[src/rtl/event_arbiter.sv]
// Round-robin arbiter for 4 device on/off event requesters feeding an active-device monitor.
// Each event takes two cycles: ARB picks a winner, ISSUE acknowledges it and updates count.
module event_arbiter #(
  parameter logic [7:0] MAX_DEV = 8'd200
) (
  input  logic       clk,
  input  logic       rst,
  input  logic [3:0] req,
  input  logic [3:0] req_on,
  output logic [3:0] ack,
  output logic [3:0] reject,
  output logic       change,
  output logic       on_off,
  output logic [7:0] count,
  output logic       busy
);

  typedef enum logic {ARB, ISSUE} state_t;

  state_t     state;
  logic [1:0] rr_ptr;
  logic [1:0] winner;
  logic [1:0] pick;
  logic [1:0] idx;
  logic       found;
  logic       pick_on;
  logic       refuse;

  // First requesting index at or above rr_ptr, wrapping 3->0.
  always_comb begin
    pick  = rr_ptr;
    found = 1'b0;
    idx   = rr_ptr;
    for (int i = 0; i < 4; i++) begin
      idx = rr_ptr + 2'(i);
      if (!found && req[idx]) begin
        pick  = idx;
        found = 1'b1;
      end
    end
  end

  assign pick_on = req_on[pick];
  assign refuse  = pick_on ? (count == MAX_DEV) : (count == 8'd0);

  // Outputs are registered on the ARB->ISSUE edge so they are valid throughout ISSUE.
  always_ff @(posedge clk or posedge rst) begin
    if (rst) begin
      state  <= ARB;
      rr_ptr <= 2'd0;
      winner <= 2'd0;
      count  <= 8'd0;
      ack    <= 4'b0000;
      reject <= 4'b0000;
      change <= 1'b0;
      on_off <= 1'b0;
      busy   <= 1'b0;
    end else begin
      case (state)
        ARB: begin
          if (found) begin
            state  <= ISSUE;
            winner <= pick;
            busy   <= 1'b1;
            ack    <= 4'b0001 << pick;
            if (refuse) begin
              reject <= 4'b0001 << pick;
              change <= 1'b0;
              on_off <= 1'b0;
            end else begin
              reject <= 4'b0000;
              change <= 1'b1;
              on_off <= pick_on;
            end
          end else begin
            ack    <= 4'b0000;
            reject <= 4'b0000;
            change <= 1'b0;
            on_off <= 1'b0;
            busy   <= 1'b0;
          end
        end
        ISSUE: begin
          state  <= ARB;
          rr_ptr <= winner + 2'd1;
          busy   <= 1'b0;
          ack    <= 4'b0000;
          reject <= 4'b0000;
          change <= 1'b0;
          on_off <= 1'b0;
          if (change) begin
            count <= on_off ? count + 8'd1 : count - 8'd1;
          end
        end
        default: begin
          state <= ARB;
        end
      endcase
    end
  end

endmodule
[config.mk]
export PLATFORM = sky130hd
export DESIGN_NAME = event_arbiter
export DESIGN_NICKNAME = d
export VERILOG_FILES = /design/src/rtl/event_arbiter.sv
export SDC_FILE = /design/constraint.sdc
export NUM_CORES = 1
export LEC_CHECK = 0
export ABC_AREA = 1
export CORE_ASPECT_RATIO = 0.6
export CORE_MARGIN = 3
export CORE_UTILIZATION = 45
export CTS_CLUSTER_DIAMETER = 120
export CTS_CLUSTER_SIZE = 10
export DETAILED_ROUTE_END_ITERATION = 10
export GPL_TIMING_DRIVEN = 1
export PLACE_DENSITY_LB_ADDON = 0.2
export SLEW_MARGIN = 0
export SYNTH_ARGS = -nofsm -noshare
export SYNTH_HDL_FRONTEND = slang
export SYNTH_SLANG_ARGS = --single-unit
[constraint.sdc]
create_clock -name clk -period 2 [get_ports clk]
set_input_delay 0.4 -clock clk [delete_from_list [all_inputs] [get_ports clk]]
set_output_delay 0.4 -clock clk [all_outputs]
set_load 0.02 [all_outputs]
==> results.txt, run 1 <==
Yosys top cell area share: 0.354
Worst-path clk slew: 0.08 ns
critical path class: reg -> reg
Root Driver: clkbuf_8
worst min path class: in -> async
FF+latch count, synth: 23
Site Rows: 16
largest net degree at the start of global routing: 24
final non-filler cell total: 306
CP max FO: 5
status: finished, violations left
commonest non-fill, non-tap cell in the layout: nand2_1
area delta synth->final: 37.0%
crit path DAT: 2.20 ns
GRT busiest layer: met1
Vias/cell: 4.91
io pins: 29
Initial Util: 0.484
Mapped Cells: 212
CP dominant cell by count: nand2_2
worst-path cell chain: inv_4, clkbuf_16, nand2_1, nand3_2, nand2_2, nor2_8, nand3_4, nand2_2, nand2_1, nand2_1, nand2_2, nand2_4, nand2_2, nand2_2, nand2_4, nor2_2
mean post-synth cell area: 7.68 sq um
Layout fillers: 299
DRT antenna net count: 0
WL per Instance: 12.9 um
CP delay by family, top: simple AND/OR/NAND/NOR gates
die width: 83.6 um
pre-CTS WS: -0.273 ns
vias in the first global route: 1315
post-synthesis cell area: 1630 sq um
startpoint type of the worst setup path: register
total grt overflow: 0
DRT Pass-1 Iters: 4
failing checks: setup timing
Synth cell types: 30
H-tree levels: 1
RSZ-0062 raised after global routing: true
number of synthesized flops with an enable pin: 0
top cells by area, synth: dfrtp_1, nand2_1, nand2_4
crit path buf inv count: 2
Async S/R FF share, synth: 1.00
area leader, netlist: dfrtp_1
Max Freq: 0.498 GHz
Hold Vio Cnt, Final: 0
CTS Buf Count: 3
storage element area: 578 sq um
max incr delay on CP: 0.47 ns
count of input and output buffers: 28
Post-synth top flop: dfrtp_1
Slew Viols, Final: 0
CTS Sinks: 23
register area share after synthesis: 0.354
worst skew pair latency: 0.26 ns
most frequent cells in the layout: nand2_1, clkdlybuf4s50_1, dfrtp_1, inv_1, buf_4
Worst EP required: 2.20 ns
met1 usage: 0.270
die area: 4400 sq um
area occupied by multi-input gates: 971 sq um
DIE HEIGHT: 52.6 um
Slew headroom: 0.698
GR Layer Usage met3: 0.0440
CTS tree: yes
CTS max path bufs: 2
GRT Util Overall: 0.179
Synth Net Count: 229
final worst-path cycle share: 1.00
Max Cap Violations: 0
Worst setup EP type: register
Via Count: 1502
Cells after DPL: 299
final clock skew: 0.00250 ns
Core Box Area: 3360 sq um
GPL Wtd Cong: 0.952
Iteration-0 DRC Markers: 108
initial antenna violation count: 0
# DRC: 0
final setup vio count: 1
fin nets: 279
diode count: 0
Ys Warns: 0
setup ws final: -0.00783 ns
WL final: 3.96 mm
HPWL Detailed: 2.99 mm
first-pass GRT wire length: 6.18 mm
Slew @ Worst Pin: 0.451 ns
post-route minimum period: 2.01 ns
share of layout cells above drive strength 1: 0.268
met2 usage: 0.265
crit path max-delay cell type: dfrtp_2
[worst register-to-register path, stage by stage (launching register included)]
cell       delay, ns
dfrtp_2         0.47
inv_4           0.11
clkbuf_16       0.14
nand2_1         0.09
nand3_2         0.09
nand2_2         0.09
nor2_8          0.14
nand3_4         0.11
nand2_2         0.09
nand2_1         0.05
nand2_1         0.06
nand2_2         0.10
nand2_4         0.08
nand2_2         0.05
nand2_2         0.08
nand2_4         0.08
nor2_2          0.12
[cells by family after synthesis]
logic type / count (synthesis) / share of synthesized area
AOI/OAI and AO/OA: 16 / 0.0623
DFF: 23 / 0.354
xor gates and xnor gates: 5 / 0.0269
adders and majority gates: 7 / 0.0584
and+or+nand+nor: 132 / 0.418
buffers and inverters: 29 / 0.0807
[what timing repair did]
action	CTS	global route
setup buffers	0	2
hold buffers	0	0
endpoints found under the setup margin	1	10
cloned	0	1
hold endpoints to repair	0	0
resized for setup	2	22
pin swaps	0	5
[flip-flops by register name, summed over array words and instances (netlist names)]
register	count
rr_ptr	2
state	1
reject	4
change	1
count	8
on_off	1
winner	2
ack	4
[Yosys cell counts (3+ instances only)]
cell type   n
o21ai_0     8
nand2_4     9
ha_1        6
inv_2       3
nand2_1    72
dfrtp_1    23
inv_1      21
nor2_1     15
a21oi_1     4
xnor2_1     3
nand3_1    14
nand2_2    11
buf_6       3
[worst paths after layout]
check | end | slack [ns] | cells after the start | startpoint
max | reject[2]$_DFF_PP0_ | -0.008 | 16 | rr_ptr[0]$_DFFE_PP0P_
min | ack[1]$_DFF_PP0_ | 0.47 | 3 | rst
max reg2reg | reject[2]$_DFF_PP0_ | -0.008 | 16 | rr_ptr[0]$_DFFE_PP0P_
min reg2reg | count[5]$_DFFE_PP0P_ | 0.53 | 2 | count[5]$_DFFE_PP0P_
max in group asynchronous | on_off$_DFF_PP0_ | 1.28 | 3 | rst
min in group clk | count[5]$_DFFE_PP0P_ | 0.53 | 2 | count[5]$_DFFE_PP0P_
[metrics by stage]
step / instance area [sq um] / hold slack [ns] / TNS, ns / util
4_1_cts: 2120 / 0.491 / 0 / 0.631
5_1_grt: 2230 / 0.514 / -0.756 / 0.663
3_3_place_gp: 2080 / 0.491 / -1.74 / 0.617
3_5_place_dp: 2080 / 0.506 / -1.89 / 0.617
2_1_floorplan: 1630 / 0.402 / 0 / -
6_report: 2230 / 0.472 / -0.00783 / 0.663
[layer usage]
metal  share of wire  vias up  routed length [um]
li1                -      763                   -
met3           0.073        2                 289
met5               0        -                   0
met1            0.49      685                1940
met4          0.0035        0                  14
met2            0.43       52                1720
[cell type report]
type,count,share of cell area
clock buffers,3,0.0185
clock inverters,1,0.00224
inverters,25,0.0455
multi-input cells,160,0.435
flip-flops and latches,23,0.259
well taps,45,0.0253
repair buffers,49,0.214
Power of run 1 is not shown: default switching activity piles up to over one toggle a cycle in this logic, so the estimate is an artifact.
==> inputs of run 2 (changes only) <==
- CORE_MARGIN: 3 -> unset
- CORE_UTILIZATION: 45 -> 47
- PLACE_DENSITY: unset -> 0.84
- PLACE_DENSITY_LB_ADDON: 0.2 -> unset
==> results.txt, run 2 (synthesized netlist as in run 1, its figures left out) <==
io pins: 29 (unchanged)
HPWL Detailed: 2.89 mm (-3.4%)
diode count: 0 (unchanged)
Slew headroom: 0.702 (+0.00336)
worst min path class: in -> async
Max Cap Violations: 0 (unchanged)
Hold Vio Cnt, Final: 0 (unchanged)
CP max FO: 7 (+2)
Post-CTS Hold Buffers: 0 (unchanged)
die area: 3710 sq um (-16%)
initial antenna violation count: 0 (unchanged)
WL per Instance: 14.5 um (+12%)
GPL Wtd Cong: 0.846 (-11%)
share of layout cells above drive strength 1: 0.316 (+0.0476)
RSZ-0062 raised after global routing: true
utilization after layout: 0.702 (+0.0394)
Root Driver: clkbuf_8
final setup vio count: 4 (+3)
post-route minimum period: 2.04 ns (+0.0316 ns)
Worst setup EP type: register
worst r2r path cells: 16 (unchanged)
R2R Path Start: rr_ptr[0]$_DFFE_PP0P_
Layout fillers: 233 (-22%)
die width: 78.0 um (-6.8%)
Via Count: 1650 (+9.9%)
GRT Util Overall: 0.200 (+0.0210)
Initial Util: 0.496 (+0.0118)
most frequent cells in the layout: nand2_1, clkdlybuf4s50_1, buf_4, inv_1, dfrtp_1
R2R setup slack: -0.04 ns (-0.03 ns)
commonest non-fill, non-tap cell in the layout: nand2_1
critical path class: reg -> reg
Max Freq: 0.490 GHz (-1.6%)
Vias/cell: 5.31 (+8.1%)
status: finished, violations left
vias in the first global route: 1239 (-5.8%)
crit path DAT: 2.20 ns (about the same)
area delta synth->final: 41.7%
CTS Sinks: 23 (unchanged)
WL final: 4.51 mm (+14%)
largest net degree at the start of global routing: 24 (unchanged)
DRT Pass-1 Iters: 8 (+4)
# DRC: 1 (+1)
final worst-path cycle share: 1.02 (+0.0158)
Total Neg Setup Slack: -0.132 ns (-0.124 ns)
final clock skew: 0.00685 ns (+0.00435 ns)
Site Rows: 16 (unchanged)
top flop regs: count (8), ack (4), reject (4)
DIE HEIGHT: 47.6 um (-9.5%)
Worst EP required: 2.16 ns (-0.04 ns)
CTS tree: yes
H-tree levels: 1 (unchanged)
Slew @ Worst Pin: 0.446 ns (-0.00503 ns)
fin nets: 284 (+1.8%)
CTS Buf Count: 3 (unchanged)
CTS max path bufs: 2 (unchanged)
Core Box Area: 3280 sq um (-2.4%)
Hold WS: 0.479 ns (+0.00653 ns)
startpoint type of the worst setup path: register
Placed Instance Area: 2060 sq um (-0.72%)
setup ws final: -0.0394 ns (-0.0316 ns)
Worst-path clk slew: 0.08 ns (about the same)
Iteration-0 DRC Markers: 198 (+83%)
post-route cell area: 2310 sq um (+3.4%)
Slew Viols, Final: 0 (unchanged)
DRT antenna net count: 0 (unchanged)
most flop-heavy register: count
total grt overflow: 0 (unchanged)
worst skew pair latency: 0.27 ns (about the same)
count of input and output buffers: 28 (unchanged)
max reg flops: 8 (unchanged)
worst flop-to-flop path endpoint: reject[2]$_DFF_PP0_
first-pass GRT wire length: 5.67 mm (-8.2%)
failing checks: DRC, setup timing
[run 2: worst max-delay path, stage by stage (launching register included)]
cell      delay, ns
dfrtp_2        0.42
clkinv_4       0.11
buf_4          0.16
nand2_4        0.05
nand2_4        0.06
nand2_4        0.08
nand2_8        0.07
nor2_8         0.16
nand3_4        0.11
nand2_2        0.09
nand2_1        0.07
nand2_1        0.08
nand2_2        0.09
nand2_4        0.09
nand3_2        0.12
nand2_4        0.13
nor2_4         0.05
[run 2: worst max-delay path by stage]
stage	slack, ns	from	to
global placement	-0.19	req[2]	reject[1]$_DFF_PP0_
global route	-0.12	req[0]	reject[2]$_DFF_PP0_
finish	-0.04	rr_ptr[0]$_DFFE_PP0P_	reject[2]$_DFF_PP0_
CTS	0.002	req[1]	reject[2]$_DFF_PP0_
floorplan	0.08	on_off$_DFF_PP0_	count[7]$_DFFE_PP0P_
detailed placement	-0.27	req[1]	reject[2]$_DFF_PP0_
[run 2: layout make-up]
cell class	instances	area [sq um]	share of cell area
inverter	25	101	0.0440
timing repair buffer	54	503	0.218
clock inverter	1	5.00	0.00217
multi-input combinational	160	1020	0.442
sequential	23	579	0.251
clock buffer	3	41.3	0.0179
tap	45	56.3	0.0244
[run 2: layer usage]
metal  part of all wire  track usage  wire length [um]  up-vias
met4              0.012       0.0296                55        0
li1                   -            -                 -      772
met5                  0            0                 0        -
met3              0.090       0.0381               405       15
met2               0.47        0.306              2130       96
met1               0.42        0.302              1910      767
[run 2: timing repair]
item | CTS | global route
pin swaps | 0 | 23
setup endpoints to repair | 5 | 12
setup buffers | 2 | 8
resized for setup | 1 | 38
[run 2: per-stage QoR]
| step | setup slack [ns] | cells |
|---|---|---|
| floorplan | 0.0771 | 212 |
| global placement | -0.190 | 297 |
| detailed placement | -0.267 | 297 |
| CTS | 0.00183 | 303 |
| global route | -0.116 | 311 |
| finish | -0.0394 | 311 |
Power of run 2 is left out for the same reason.
==> inputs of run 3 (changes only) <==
- CTS_BUF_LIST: unset -> sky130_fd_sc_hd__clkbuf_16
==> results.txt, run 3 (synthesized netlist as in run 1, its figures left out) <==
DIE HEIGHT: 47.6 um (unchanged)
CTS tree: yes
Max Freq: 0.499 GHz (+1.7%)
Slew @ Worst Pin: 0.451 ns (+0.00521 ns)
Hold Vio Cnt, Final: 0 (unchanged)
Slew Viols, Final: 0 (unchanged)
count of input and output buffers: 28 (unchanged)
share of layout cells above drive strength 1: 0.321 (+0.00497)
metal2 WL: 2.01 mm (-5.4%)
H-tree levels: 1 (unchanged)
Core Box Area: 3280 sq um (unchanged)
Initial Util: 0.496 (unchanged)
fin nets: 283 (-0.35%)
failing checks: DRC, setup timing
GRT Util Overall: 0.204 (+0.00437)
startpoint type of the worst setup path: register
# DRC: 1 (unchanged)
final worst-path cycle share: 1.00 (-0.0174)
Site Rows: 16 (unchanged)
critical path class: reg -> reg
DRT Pass-1 Iters: 7 (-1)
Cells after DPL: 297 (unchanged)
vias in the first global route: 1274 (+2.8%)
Placed Instance Area: 2060 sq um (unchanged)
most frequent cells in the layout: nand2_1, clkdlybuf4s50_1, buf_4, dfrtp_1, inv_1
worst min path class: in -> async
crit path DAT: 2.19 ns (about the same)
Worst-path clk slew: 0.06 ns (-0.02 ns)
Worst setup EP type: register
initial antenna violation count: 0 (unchanged)
most flop-heavy register: count
Hold WS: 0.496 ns (+0.0174 ns)
CTS Buf Count: 3 (unchanged)
final setup vio count: 2 (-2)
max reg flops: 8 (unchanged)
final non-filler cell total: 310 (-0.32%)
uppermost layer routed: met4
Max Cap Violations: 0 (unchanged)
worst skew pair latency: 0.26 ns (about the same)
utilization after layout: 0.724 (+0.0213)
CP max FO: 13 (+6)
Worst EP required: 2.19 ns (+0.03 ns)
DRT antenna net count: 0 (unchanged)
HPWL Detailed: 2.89 mm (unchanged)
WL final: 4.29 mm (-4.8%)
setup ws final: -0.00475 ns (+0.0347 ns)
largest net degree at the start of global routing: 24 (unchanged)
WL per Instance: 13.8 um (-4.4%)
post-route minimum period: 2.00 ns (-0.0347 ns)
Via Count: 1592 (-3.5%)
CTS max path bufs: 2 (unchanged)
final clock skew: 0.00627 ns (-0.000578 ns)
die area: 3710 sq um (unchanged)
diode count: 0 (unchanged)
GPL Wtd Cong: 0.846 (unchanged)
top flop regs: count (8), ack (4), reject (4)
Iteration-0 DRC Markers: 113 (-43%)
io pins: 29 (unchanged)
Vias/cell: 5.14 (-3.2%)
commonest non-fill, non-tap cell in the layout: nand2_1
status: finished, violations left
Slew headroom: 0.698 (-0.00348)
Root Driver: clkbuf_16
first-pass GRT wire length: 5.77 mm (+1.7%)
RSZ-0062 raised after global routing: true
CTS Sinks: 23 (unchanged)
die width: 78.0 um (unchanged)
total grt overflow: 0 (unchanged)
post-route cell area: 2380 sq um (+3.0%)
Met3 Wirelength: 328 um (-19%)
Layout fillers: 215 (-7.7%)
area delta synth->final: 46.0%
M1 WL: 1.92 mm (+0.42%)
Post-CTS Hold Buffers: 0 (unchanged)
[run 3: changes by cell type in the layout (fill, tap and decap cells not counted), sizes merged]
cell	delta
dlymetal6s2s	+1
clkdlybuf4s50	-1
buf	-1
[run 3: critical path, cell delays in order, from the launching register on]
cell and delay [ns]:
dfrtp_2 0.44, buf_12 0.16, nand2_1 0.10, nand2_4 0.08, nand2_4 0.09, nand2_8 0.07, nor2_8 0.14, nand3_4 0.11
nand2_2 0.08, nand2_1 0.06, nand2_1 0.08, nand2_2 0.09, nand2_4 0.11, nand2_4 0.05, nand2_4 0.07, nand2_4 0.08
nor2_2 0.11
[run 3: path summary, 6_finish.rpt]
kind	end	slack, ns	cells after the start	from
min in group clk	winner[1]$_DFFE_PP0P_	0.51	2	winner[1]$_DFFE_PP0P_
worst min-delay path	on_off$_DFF_PP0_	0.50	3	rst
worst max register to register	reject[1]$_DFF_PP0_	-0.005	16	rr_ptr[0]$_DFFE_PP0P_
worst min register to register	winner[1]$_DFFE_PP0P_	0.51	2	winner[1]$_DFFE_PP0P_
worst max-delay path	reject[1]$_DFF_PP0_	-0.005	16	rr_ptr[0]$_DFFE_PP0P_
max in group asynchronous	rr_ptr[0]$_DFFE_PP0P_	1.25	3	rst
[run 3: metal layers]
layer / vias to the layer above / GRT usage
li1: 778 / -
met1: 738 / 0.299
met2: 72 / 0.322
met3: 4 / 0.0457
met4: 0 / 0.0296
met5: - / 0
[run 3: what timing repair did]
item	4_1_cts	5_1_grt
pin swaps	2	18
setup buffers	2	7
cloned	0	0
gates resized for setup	4	42
setup endpoints to repair	5	10
[run 3: cell type report]
class	count	area, sq um	share of cell area
clock buffers	3	75.1	0.0316
well taps	45	56.3	0.0237
inverters	25	101	0.0427
clock inverters	1	5.00	0.00211
flip-flops and latches	23	578	0.243
repair buffers	53	498	0.210
multi-input cells	160	1060	0.447
[run 3: metrics by stage]
step | setup TNS [ns] | worst slack (ns)
finish | -0.00519 | -0.00475
global route | -0.745 | -0.126
CTS | 0 | 0.00645
detailed placement | -1.74 | -0.267
global placement | -1.11 | -0.190
floorplan | 0 | 0.0771
Power of run 3 is left out for the same reason.
